**src/rtl/core_sequencer.sv**
```systemverilog
// Sequencer for one core instance: it fills the item memory, streams instructions
// into the core with a one-cycle fetch-to-execute spacing, and waits for lastore to retire.
//
// state   | meaning
// S_IDLE  | waiting for start after reset
// S_GEN   | filling item memory from the random-vector source
// S_RUN   | fetching instructions; exec follows each fetch by one cycle
// S_DRAIN | lastore fetched; waiting for the core's last pulse
// S_DONE  | run finished; done held until start or run=0
module core_sequencer #(
    parameter int NUM_ITEMS = 1024,
    parameter int CNT_W     = 16
) (
    input  logic             clk,
    input  logic             run,
    input  logic             start,
    input  logic             gen_en,
    input  logic             rand_valid,
    output logic             rand_ready,
    input  logic             s_valid,
    input  logic [15:0]      s_data,
    output logic             s_ready,
    output logic             gen,
    output logic             update_item,
    output logic [9:0]       item_a,
    output logic             core_run,
    output logic             get_v,
    output logic [15:0]      get_d,
    output logic             exec,
    input  logic             core_last,
    output logic             busy,
    output logic             done,
    output logic [CNT_W-1:0] store_count
);

    typedef enum logic [2:0] {S_IDLE, S_GEN, S_RUN, S_DRAIN, S_DONE} state_t;

    localparam logic [9:0] LAST_ITEM = 10'(NUM_ITEMS - 1);

    state_t           r_state;
    state_t           w_next;
    logic [9:0]       r_item_a;
    logic [CNT_W-1:0] r_store_count;
    logic             r_exec;
    logic             w_fetch;
    logic             w_is_lastore;
    logic             w_is_store;
    logic             w_start_ok;

    assign w_is_lastore = (s_data[15:11] == 5'b00000) && s_data[10];
    assign w_is_store   = (s_data[15:12] == 4'b0000) && s_data[11];
    assign w_start_ok   = start && ((r_state == S_IDLE) || (r_state == S_DONE));

    // get_v is only ever raised in S_RUN, so it can never overlap gen
    assign w_fetch = (r_state == S_RUN) && s_valid;

    always_comb begin
        w_next      = r_state;
        rand_ready  = 1'b0;
        gen         = 1'b0;
        update_item = 1'b0;
        core_run    = 1'b0;
        s_ready     = 1'b0;
        busy        = 1'b0;
        done        = 1'b0;
        case (r_state)
            S_IDLE, S_DONE: begin
                done = (r_state == S_DONE);
                if (start) w_next = gen_en ? S_GEN : S_RUN;
            end
            S_GEN: begin
                gen         = 1'b1;
                rand_ready  = 1'b1;
                update_item = rand_valid;
                busy        = 1'b1;
                if (rand_valid && (r_item_a == LAST_ITEM)) w_next = S_RUN;
            end
            S_RUN: begin
                core_run = 1'b1;
                s_ready  = 1'b1;
                busy     = 1'b1;
                if (w_fetch && w_is_lastore) w_next = S_DRAIN;
            end
            S_DRAIN: begin
                core_run = 1'b1;
                busy     = 1'b1;
                if (core_last) w_next = S_DONE;
            end
            default: w_next = S_IDLE;
        endcase
    end

    always_ff @(posedge clk) begin
        if (!run) begin
            r_state       <= S_IDLE;
            r_item_a      <= '0;
            r_store_count <= '0;
            r_exec        <= 1'b0;
        end else begin
            r_state <= w_next;
            r_exec  <= w_fetch;
            if (w_start_ok) begin
                r_item_a      <= '0;
                r_store_count <= '0;
            end else begin
                if ((r_state == S_GEN) && rand_valid)
                    r_item_a <= (r_item_a == LAST_ITEM) ? 10'd0 : r_item_a + 10'd1;
                if (w_fetch && (w_is_store || w_is_lastore) && (r_store_count != '1))
                    r_store_count <= r_store_count + 1'b1;
            end
        end
    end

    assign get_v       = w_fetch;
    assign get_d       = w_fetch ? s_data : 16'h0000;
    assign exec        = r_exec;
    assign item_a      = r_item_a;
    assign store_count = r_store_count;

endmodule

```
**config.mk**
```make
export PLATFORM = sky130hd
export DESIGN_NAME = core_sequencer
export DESIGN_NICKNAME = d
export VERILOG_FILES = /design/src/rtl/core_sequencer.sv
export SDC_FILE = /design/constraint.sdc
export NUM_CORES = 1
export LEC_CHECK = 0
export ABC_AREA = 1
export CAP_MARGIN = 15
export CORE_ASPECT_RATIO = 0.9
export CORE_UTILIZATION = 23
export CTS_CLUSTER_SIZE = 16
export DETAILED_ROUTE_END_ITERATION = 16
export PLACE_DENSITY = 0.45
export SLEW_MARGIN = 40
export SYNTH_ARGS = -nofsm -noshare
export SYNTH_HDL_FRONTEND = slang
export SYNTH_SLANG_ARGS = --single-unit
```
**constraint.sdc**
```tcl
create_clock -name clk -period 1.9 [get_ports clk]
set_clock_uncertainty 0.1 [all_clocks]
set_input_delay 0.38 -clock clk [delete_from_list [all_inputs] [get_ports clk]]
set_output_delay 0.38 -clock clk [all_outputs]
set_load 0.02 [all_outputs]
```
==> results.toml <==
[clock_network]
root_buffer = "clkbuf_8"
insertion_delay_ns = 0.28
path_clk_slew_ns = 0.07
numCtsBuffers = 5
cts_max_path_buffers = 2
clock-sinks = 30
cts_tree = "done"
htreeDepth = 2
cts-hold-fix-buffers = 0

[floorplan]
start_util = 0.243
ios = 74
die_y_um = 87.5
core-area_mm2 = 0.00769
rows = 30
die_x_um = 97.0
die-area_mm2 = 0.00849

[worst_hold_path]
min_path_cells = 2
hp-class = "reg2reg"

[outcome]
status = "finished clean"

[layout]
nets = 427
drive_above_1_share = 0.246
fillers = 822
syn_to_final_growth_pct = 64.7
antenna_cells = 0

[timing]
finalMaxSlewViolations = 0
maxSlewHeadroom = 0.742
fin_crit_sh = 0.972
setup_violations = 0
max_clock_freq_mhz = 542
timing.final.ws_setup_ns = 0.0533
period_needed_ns = 1.85
final-hold-violation-count = 0
worstMarginPinSlew_ns = 0.386

[global_route]
grt_pass1_vias = 1980
grt_pass1_wl_um = 8960
antenna_found_initial = 0
grt-ovfl-total = 0
grt_util_all_layers = 0.130
grt_max_degree = 17

[power_and_ir_drop]
powerDensity_mw_per_mm2 = 754
leakage_uw = 0.00140
finalPower_uw = 2320
peakVddDrop_uv = 278

[placement]
gp_congestion = 0.835
port-buffer-count = 73
dpl_worst_slack_ns = -0.385
hpwl_um = 3930

[setup_path]
cp_slowest_cell = "clkdlybuf4s50_1"
cp_top_family = "buffers and inverters"
worst_setup_path_end_kind = "output port"
r2r_slack_ns = 0.11
cp_cell_sequence = "buf_4, clkdlybuf4s50_1"
critPathKind = "reg2out"
cp-endpoint = "store_count[0]"
crit_path_start = "store_count[0]"
cp.depth = 2
cp_max_fo = 4
crit_path_start_kind = "flop"
crit_buf_inv = 2
timing.rr.start = "r_state[0]"
r2r-end = "store_count[13]"
critPathMaxStageDelay_ns = 0.60
critPathRequiredTime_ns = 1.42
cp.arrival_ns = 1.37
r2r_cells = 10

[yosys]
ys_ff_latch = 30
synth_area_per_cell_um2 = 6.47
ys_seq_area_frac = 0.321
synth_area_leaders = "dfxtp_1, nand2_1, inv_1, nor2_1, xor2_1"
syn_inst = 289
synthAdderAreaFrac = 0.0134
synth-compound-area-share = 0.114
ys_types = 26
netlist_area_mm2 = 0.00187
synth_largest_area_cell = "dfxtp_1"
syn-num-nets = 314
yosys_warnings = 0
synthSimpleGateAreaFrac = 0.351
synth_xor_area_frac = 0.0703
synth_top_family_by_area = "simple AND/OR/NAND/NOR gates"
synth_top_area_share = 0.321
synth_mux_area_frac = 0

[detailed_routing]
wl_per_cell_um = 11.0
vias = 2093
drt_iter0_drc = 67
antenna_left = 0
route.detailed.drc = 0
drt-total-wl_um = 5510
dr.pass1.iters = 4
viasPerCell = 4.19

[run]
cap_violations = 0
[registers in the layout, summed over array words and instances, names as in the netlist]
| signal | count |
|---|---|
| store_count | 16 |
| item_a | 10 |
| r_state | 3 |
| exec | 1 |
[area by class of cell]
class,count,area (µm²),area share
inverters,51,199,0.0646
well taps,96,120,0.0390
repair buffers,109,972,0.316
clock buffers,7,86.3,0.0280
repair inverters,1,6.26,0.00203
multi-input cells,204,1080,0.352
flip-flops and latches,30,604,0.196
clock inverters,1,5.00,0.00163
[cell usage after synthesis]
master / instances
nor2_1: 48
buf_6: 2
inv_4: 1
clkbuf_1: 1
o21ai_4: 1
buf_4: 3
nor2_4: 3
a21oi_2: 8
inv_2: 1
dfxtp_1: 30
o211ai_1: 2
a211oi_1: 1
xnor2_1: 5
nand4_1: 3
nand2_4: 1
nor3_1: 4
inv_1: 49
nand4_2: 1
nor3_4: 1
ha_1: 2
nor2_2: 1
a21oi_1: 16
o21ai_0: 5
nand3_1: 15
nand2_1: 75
xor2_1: 10
[cell usage in the layout (no fill, tap or decap), drive strengths merged]
master	synthesis	layout
buf	5	52
clkinv	0	2
clkbuf	1	10
dfxtp	30	30
a21oi	24	24
ha	2	2
nand3	15	15
nor3	5	5
dlymetal6s2s	0	1
clkdlybuf4s15	0	3
o21ai	6	6
nor2	52	52
dlygate4sd2	0	4
nand2	76	78
inv	51	51
nand4	4	4
o211ai	2	2
xnor2	5	5
a211oi	1	1
clkdlybuf4s50	0	46
xor2	10	10
[repair_timing]
item | in CTS | in global routing
cloned | 2 | 2
setup endpoints to repair | 25 | 37
gates resized for setup | 89 | 26
pin swaps | 4 | 3
endpoints found under the hold margin | 0 | 0
setup buffers | 3 | 0
[worst register-to-register path, delay by kind of cell (launching register included)]
family | cells | cell delay, ns
buf+inv | 4 | 0.60
flops | 1 | 0.34
simple gates | 4 | 0.47
compound gates | 2 | 0.18
[worst min-delay path by stage]
stage                     from    endpoint  slack, ns
floorplan           r_state[1]  r_state[1]       0.37
global placement     item_a[7]   item_a[7]       0.35
detailed placement   item_a[7]   item_a[7]       0.35
CTS                  item_a[7]   item_a[7]       0.36
global route         item_a[7]   item_a[7]       0.40
finish               item_a[7]   item_a[7]       0.36
[kinds of logic (layout without fill, tap and decap cells)]
logic type	after synthesis	count (layout)
AO/OA/AOI/OAI	33	33
buffers and inverters	57	169
adder cells (fa/ha/maj)	2	2
XOR/XNOR	15	15
flip-flops	30	30
AND/OR/NAND/NOR	152	154
[stage by stage]
| stage | area [µm²] | utilization | hold slack, ns | setup TNS, ns | instances |
|---|---|---|---|---|---|
| final | 3080 | 0.400 | 0.365 | 0 | 499 |
| after global routing | 3080 | 0.400 | 0.397 | -0.0298 | 499 |
| after CTS | 3010 | 0.392 | 0.365 | -0.0169 | 498 |
| after detailed placement | 2940 | 0.381 | 0.351 | -8.04 | 485 |
| after global placement | 2940 | 0.381 | 0.352 | -7.10 | 485 |
| after floorplan | 1870 | - | 0.367 | 0 | 289 |
[metal layers]
metal | vias to the layer above | GRT usage | wire [µm]
met3 | 6 | 0.0417 | 333
met1 | 906 | 0.169 | 2860
met5 | - | 0 | 0
met2 | 67 | 0.208 | 2260
met4 | 0 | 0.0366 | 63
li1 | 1114 | - | -
[power by group]
group	internal, µW	total (µW)	switching [µW]
Clock	292	543	251
Sequential	663	695	31.6
Combinational	493	1080	588
Total	1450	2320	871
Power figures use the tool's default switching activity.
